### config.mk
export PLATFORM = sky130hd
export DESIGN_NAME = bidir_step_counter
export DESIGN_NICKNAME = d
export VERILOG_FILES = /design/src/rtl/bidir_step_pkg.sv /design/src/rtl/step_prescaler.sv /design/src/rtl/bidir_step_counter.sv
export SDC_FILE = /design/constraint.sdc
export NUM_CORES = 1
export LEC_CHECK = 0
export BUFFER_PORTS_ARGS = -buffer_cell sky130_fd_sc_hd__clkbuf_2
export CORE_AREA = 2 2 40 42
export CTS_CLUSTER_DIAMETER = 60
export CTS_CLUSTER_SIZE = 12
export DETAILED_ROUTE_END_ITERATION = 16
export DIE_AREA = 0 0 42 44
export GPL_TIMING_DRIVEN = 1
export PLACE_DENSITY = 0.72
export SYNTH_ARGS = -nofsm -noshare
export SYNTH_HDL_FRONTEND = slang
export SYNTH_SLANG_ARGS = --single-unit
### constraint.sdc
create_clock -name clk -period 2.87 [get_ports clk]
set_clock_uncertainty 0.15 [all_clocks]
set_input_delay 0.287 -clock clk [delete_from_list [all_inputs] [get_ports clk]]
set_output_delay 0.287 -clock clk [all_outputs]
set_load 0.1 [all_outputs]
### src/rtl/bidir_step_pkg.sv
// Shared types and constants for the bidirectional step counter.
package bidir_step_pkg;

  // Counter control states; encoding is fixed so external observers can decode it.
  typedef enum logic [1:0] {
    StIdle = 2'd0,
    StRun  = 2'd1,
    StDone = 2'd2
  } state_e;

  // Latched direction values.
  localparam logic DirUp = 1'b1;
  localparam logic DirDn = 1'b0;

endpackage

### src/rtl/step_prescaler.sv
// Prescale counter: pulses tick once every PRESCALE cycles that run is held high.
// The count is cleared whenever run drops, so each RUN stretch starts from zero.
module step_prescaler #(
  parameter int unsigned PRESCALE = 1
) (
  input  logic clk,
  input  logic reset,
  input  logic restart,
  input  logic run,
  output logic tick
);

  localparam int unsigned PcntW = (PRESCALE > 1) ? $clog2(PRESCALE) : 1;
  localparam logic [PcntW-1:0] PcntLast = PcntW'(PRESCALE - 1);

  logic [PcntW-1:0] pcnt_q, pcnt_d;

  assign tick = run && (pcnt_q == PcntLast);

  // Advance while running, wrap on tick, otherwise park at zero.
  always_comb begin
    pcnt_d = '0;
    if (run && !tick) begin
      pcnt_d = pcnt_q + 1'b1;
    end
  end

  // Prescale count register with synchronous reset/restart.
  always_ff @(posedge clk) begin
    if (reset || restart) begin
      pcnt_q <= '0;
    end else begin
      pcnt_q <= pcnt_d;
    end
  end

endmodule

### src/rtl/bidir_step_counter.sv
// Up/down step counter responding to the light-sequencer enable/forward/finish handshake.
// Steps once per PRESCALE enabled cycles toward the terminal of the latched direction,
// pulses finish on arrival and holds until the direction flips or enable drops.
module bidir_step_counter
  import bidir_step_pkg::*;
#(
  parameter int unsigned WIDTH    = 4,
  parameter int unsigned MAX_VAL  = 15,
  parameter int unsigned MIN_VAL  = 0,
  parameter int unsigned PRESCALE = 1
) (
  input  logic             clk,
  input  logic             reset,
  input  logic             clear,
  input  logic             enable,
  input  logic             forward,
  output logic [WIDTH-1:0] out,
  output logic             finish,
  output logic             busy,
  output logic             at_max,
  output logic             at_min
);

  localparam logic [WIDTH-1:0] MaxVal = WIDTH'(MAX_VAL);
  localparam logic [WIDTH-1:0] MinVal = WIDTH'(MIN_VAL);

  state_e           state_q, state_d;
  logic [WIDTH-1:0] out_q, out_d;
  logic             dir_q, dir_d;
  logic             finish_q, finish_d;

  logic             flip;
  logic             tick;
  logic             presc_run;
  logic [WIDTH-1:0] term_cur;
  logic [WIDTH-1:0] term_new;
  logic [WIDTH-1:0] out_step;

  assign flip     = (forward != dir_q);
  assign term_cur = (dir_q == DirUp) ? MaxVal : MinVal;
  assign term_new = (forward == DirUp) ? MaxVal : MinVal;
  // RUN never holds out at its terminal, so this step cannot leave [MIN_VAL, MAX_VAL].
  assign out_step = (dir_q == DirUp) ? (out_q + 1'b1) : (out_q - 1'b1);

  // Prescaler only counts on cycles where a step could actually be taken.
  assign presc_run = (state_q == StRun) && enable && !flip && !clear;

  step_prescaler #(
    .PRESCALE (PRESCALE)
  ) u_prescaler (
    .clk     (clk),
    .reset   (reset),
    .restart (clear),
    .run     (presc_run),
    .tick    (tick)
  );

  // State, count, direction and finish registers.
  always_ff @(posedge clk) begin
    if (reset) begin
      state_q  <= StIdle;
      out_q    <= MinVal;
      dir_q    <= DirUp;
      finish_q <= 1'b0;
    end else begin
      state_q  <= state_d;
      out_q    <= out_d;
      dir_q    <= dir_d;
      finish_q <= finish_d;
    end
  end

  // Next-state: clear, then enable low, then direction flip, then prescaled step.
  always_comb begin
    state_d  = state_q;
    out_d    = out_q;
    dir_d    = dir_q;
    finish_d = 1'b0;
    if (clear) begin
      state_d = StIdle;
      out_d   = MinVal;
      dir_d   = forward;
    end else begin
      unique case (state_q)
        StIdle: begin
          if (enable) begin
            dir_d = forward;
            if (out_q == term_new) begin
              finish_d = 1'b1;
              state_d  = StDone;
            end else begin
              state_d = StRun;
            end
          end
        end
        StRun: begin
          if (!enable) begin
            state_d = StIdle;
          end else if (flip) begin
            dir_d = forward;
            if (out_q == term_new) begin
              finish_d = 1'b1;
              state_d  = StDone;
            end
          end else if (tick) begin
            out_d = out_step;
            if (out_step == term_cur) begin
              finish_d = 1'b1;
              state_d  = StDone;
            end
          end
        end
        StDone: begin
          if (!enable) begin
            state_d = StIdle;
          end else if (flip) begin
            dir_d   = forward;
            state_d = StRun;
          end
        end
        default: state_d = StIdle;
      endcase
    end
  end

  // Outputs: registered count/finish, decoded busy and terminal flags.
  always_comb begin
    out    = out_q;
    finish = finish_q;
    busy   = (state_q == StRun);
    at_max = (out_q == MaxVal);
    at_min = (out_q == MinVal);
  end

endmodule

# == After elaboration in Yosys (flattened, before gate mapping) ==
# Cells that the tools add are included.
# word_totals
latchBits,0
word_cells,68
n_memories,0
romBits,0
inputBits,5
output_inout_bits,8
ramBits,0
regBits,9
# op_classes
addsub,3
n_bitwise,3
shift,0
multipliers,0
n_eq_ne,14
magnitude_cmp,0
muxes,25
div,0
reduce_logical,18
# ops
op,count
2-bit two-way mux,9
4-bit two-way mux,3
1-bit two-way mux,10
4-bit equality test,2
4-bit by 2-bit != test with 1-bit output (second input constant),2
4-bit AND reduction,2
3-bit by 1-bit != test with 1-bit output (second input constant),2
3-bit != test (second input constant),2
2-bit one-hot mux with 3 select lines,1
2-bit OR reduction,3
1-bit logical AND,5
5-bit AND reduction,1
4-bit by 1-bit adder with 4-bit output (second input constant),1
4-bit equality test (second input constant),1
4-bit zero test,1
4-bit by 3-bit != test with 1-bit output (second input constant),1
1-bit one-hot mux with 2 select lines,2
4-bit by 1-bit subtractor with 4-bit output (second input constant),1
1-bit zero test,3
1-bit inverter,3
3-bit nonzero test,1
2-bit by 1-bit equality test with 1-bit output (second input constant),1
2-bit equality test (second input constant),1
2-bit zero test,1
4 further kinds,4

# == Depth between registers and ports, before layout ==
# logic_depth
ltp_word,9
depth_mapped,8
mapped_depth_nobuf,7

# == By module ==
# Synthesis repeated with hierarchy kept, for this count alone.
# unflattened
hier_cells,87
hier_area_um2,789.5
# by_module_without_submodules
mod,instances,seq_area_each_um2,area_per_inst_um2,cells_per_inst
bidir_step_counter,1,160.2,752.0,84
step_prescaler,1,20.0,37.5,3

# == Least setup slack after synthesis ==
# Ideal clock, no wire load.
# synth_timing
kind,flip-flop to output port
start,register out_q[1] (netlist: out[1])
end,output port at_min
path_buffers,0
stages_incl_launch_ff,4
path_slack_ns,-0.822
required_ns,2.433
arrival_ns,3.255
path_cell_list,dfxtp_1 > inv_1 > ha_1 > nor3b_1
# synth_between
elab_chain_cells,1
# synth_rtl
element,line,source
from (decl),bidir_step_counter.sv:28,"logic [WIDTH-1:0] out_q, out_d;"
from (signal assigned),bidir_step_counter.sv:62,out_q <= MinVal;
from (signal assigned),bidir_step_counter.sv:67,out_q <= out_d;
4-bit zero test,bidir_step_counter.sv:132,at_min = (out_q == MinVal);
to (decl),bidir_step_counter.sv:21,output logic at_min
# Every way passes these cells.

# == Final worst setup path ==
# layout_timing
start,register dir_q
end,register state_q[0]
# layout_between
elab_chain_cells,7
word_cells_on_any_way,16
cone_classes,eq/ne: 6; mux: 5; reduce/logical: 5
# layout_rtl
element,line,source
from (decl),bidir_step_counter.sv:29,"logic dir_q, dir_d;"
from (signal assigned),bidir_step_counter.sv:63,dir_q <= DirUp;
from (signal assigned),bidir_step_counter.sv:68,dir_q <= dir_d;
1-bit != test,bidir_step_counter.sv:39,assign flip = (forward != dir_q);
1-bit zero test,bidir_step_counter.sv:46,assign presc_run = (state_q == StRun) && enable && !flip && !clear;
1-bit logical AND (2 in series),bidir_step_counter.sv:46,
1-bit logical AND,step_prescaler.sv:18,assign tick = run && (pcnt_q == PcntLast);
4-bit by 2-bit != test with 1-bit output (no source line),n/a,
5-bit AND reduction (no source line),n/a,
to (signal assigned),bidir_step_counter.sv:61,state_q <= StIdle;
to (signal assigned),bidir_step_counter.sv:66,state_q <= state_d;
to (decl),bidir_step_counter.sv:27,"state_e state_q, state_d;"
# Parallel ways exist; a longest one is shown, timed or not.
# A chain may end at the register's enable or synchronous reset.

==> flow_metrics.py <==
metrics = {
    "min_path": {
        "hold_path.class": "input port to flop",
    },
    "floorplanning": {
        "ioPinCount": 13,
        "core_area_sq_um": 1420,
        "start_util_pct": 49.1,
        "fp.dieH_um": 44,
        "die_x_um": 42,
        "dieArea_sq_um": 1850,
        "rows": 14,
    },
    "synth": {
        "postSynthAreaPerCell_sq_um": 8.30,
        "yosysTopAreaCellShare_pct": 25.9,
        "ys_ff_latch": 9,
        "synthesis.nets": 98,
        "syn_inst": 84,
        "netlist_top_cells_count": "9 x dfxtp_1, 8 x ha_1, 8 x inv_1",
        "synth-warning-count": 0,
        "syn-cell-area_sq_um": 697,
        "synth_top_area_cell": "dfxtp_1",
        "seq_area_frac_synth_pct": 25.9,
        "synthFlopType": "dfxtp_1",
        "synth_edf_count": 0,
        "synth_most_common_cell": "dfxtp_1",
        "yosys-top-cells-area": "dfxtp_1 26%, ha_1 14%, xnor2_1 6.3%, inv_1 4.3%, nor2_1 3.8%",
        "async_flop_share_pct": 0,
        "netlist-cell-type-count": 36,
    },
    "timing": {
        "finalCriticalPeriod_ps": 2230,
        "holdWs_ps": 96.3,
        "fin_crit_sh_pct": 77.7,
        "fin_setup_tns_ps": 0,
        "max_freq_mhz": 448,
        "hold_violations": 0,
        "setup_viol": 0,
        "slew_headroom_pct": 64.2,
        "tightest_slew_ps": 540,
        "drv_slew": 0,
        "setup_slack_ps": 640,
        "rsz0062_at_grt": "no",
    },
    "setup_path": {
        "crit_fanout": 6,
        "endpoint_kind": "flop",
        "criticalPathCategory": "flop to flop",
        "cp.required_ps": 2910,
        "r2r_setup_slack_ps": 640,
        "startpoint_type": "flop",
        "arrival_ps": 2270,
    },
    "clocking": {
        "post-cts-setup-buffers": 0,
        "cts_tree": "yes",
        "clock_latency_ps": 260,
        "ctsResizeCount": 0,
        "htreeDepth": 1,
        "clockBufferDepth": 2,
        "cts_made_buffers": 3,
        "numClockSinks": 9,
        "clock_tree.root_cell": "clkbuf_4",
        "ctsHoldBuffers": 0,
        "path_clk_slew_ps": 70,
    },
    "drt": {
        "wl_per_cell_um": 12.2,
        "vias": 640,
        "antenna_left": 0,
        "first_iter_violations": 34,
        "remaining_drc_errors": 0,
        "drt-total-wl_um": 1370,
        "first_pass_iters": 7,
        "vias_per_cell": 5.66,
    },
    "layout": {
        "fillers": 120,
        "final_cells": 113,
        "num_antenna_cells": 0,
        "finalNetCount": 112,
        "fin_util_pct": 55.6,
        "area_delta_synth_final_pct": 13.3,
        "drive_above_1_share_pct": 19.6,
    },
    "outcome": {
        "outcome": "finished, final reports clean",
    },
    "job": {
        "maxCapViolations": 0,
    },
    "global_routing": {
        "grt_max_degree": 11,
        "use_met3_pct": 3.75,
        "first_global_vias": 488,
        "met1_usage_pct": 21.0,
        "antenna_found_initial": 0,
        "grt_use_met2_pct": 22.5,
        "grt_overflow": 0,
        "grtUsageTotal_pct": 15.1,
        "grt_pass1_wl_um": 2100,
        "busiest_layer": "met2",
    },
    "placement": {
        "pre_cts_ws_ps": 670,
        "dp_hpwl_um": 1060,
        "gp_congestion": 0.919,
        "portBuffers": 12,
        "placedCellCount": 109,
    },
    "pwr": {
        "powerDensity_nw_per_um2": 364,
        "power.leakage_nw": 0.365,
        "ir_worst_vdd_v": 0.000237,
    },
}
## registers in the layout, indices dropped and copies added, names as in the netlist
register / cells
state_q: 2
u_prescaler.pcnt_q: 1
dir_q: 1
out: 4
finish: 1
## worst paths after layout
path / end / start / depth (start not counted)
min reg2reg: state_q[1] / state_q[1] / 2
min: dir_q / reset / 3
max reg2reg: state_q[0] / dir_q / 7
max: state_q[0] / dir_q / 7
## power breakdown
| group | leakage [nW] | total, W | switching [W] | internal, W |
|---|---|---|---|---|
| Combinational | 0.277 | 0.0000545 | 0.0000342 | 0.0000203 |
| Clock | 0.0150 | 0.000101 | 0.0000469 | 0.0000536 |
| Sequential | 0.0734 | 0.000132 | 0.00000342 | 0.000129 |
| Total | 0.365 | 0.000287 | 0.0000845 | 0.000203 |
## final cells by class
| type | instances | area (sq um) | share of cell area, % |
|---|---|---|---|
| multi-input cells | 64 | 473 | 59.9 |
| flip-flops and latches | 9 | 180 | 22.8 |
| repair buffers | 12 | 60.1 | 7.61 |
| inverters | 8 | 30.0 | 3.80 |
| clock buffers | 4 | 26.3 | 3.33 |
| well taps | 16 | 20.0 | 2.54 |
## critical path, stage by stage (launching register included)
cell	delay [ps]
dfxtp_1	430
inv_1	150
fa_1	400
xnor2_1	260
mux2i_1	110
and3_4	190
a311o_1	320
o22ai_1	150
## cell families (layout without fill, tap and decap cells)
| logic type | Yosys count | after routing | share of synthesized area (%) |
|---|---|---|---|
| fa+ha+maj | 9 | 9 | 17.2 |
| buf+inv | 11 | 24 | 7.00 |
| flops | 9 | 9 | 25.9 |
| compound gates | 17 | 17 | 16.9 |
| mux | 2 | 2 | 2.87 |
| other cells | 1 | 1 | 0.538 |
| simple gates | 30 | 30 | 23.3 |
| xor+xnor | 5 | 5 | 6.28 |
## metal layers
metal / wire [um] / vias up
met5: 0 / -
met4: 10 / 0
met3: 101 / 2
met2: 594 / 34
met1: 666 / 279
li1: - / 325
## cells in the final DEF, fill, tap and decap left out, types with 2 or more instances in the layout
| master | n |
|---|---|
| inv_1 | 8 |
| xnor2_1 | 5 |
| ha_1 | 8 |
| and3_1 | 3 |
| nor2_1 | 7 |
| nand2_1 | 3 |
| nor4_1 | 2 |
| clkbuf_4 | 3 |
| o21ai_0 | 3 |
| mux2i_1 | 2 |
| o22ai_1 | 2 |
| dfxtp_1 | 9 |
| a21oi_1 | 3 |
| clkbuf_2 | 12 |
| nand3_1 | 5 |
## per-stage QoR
stage | instance area, sq um | total power [W]
floorplan | 702 | 0.000177
global placement | 763 | 0.000189
detailed placement | 763 | 0.000189
CTS | 790 | 0.000288
global route | 790 | 0.000302
finish | 790 | 0.000287
Power figures use the tool's default switching activity.
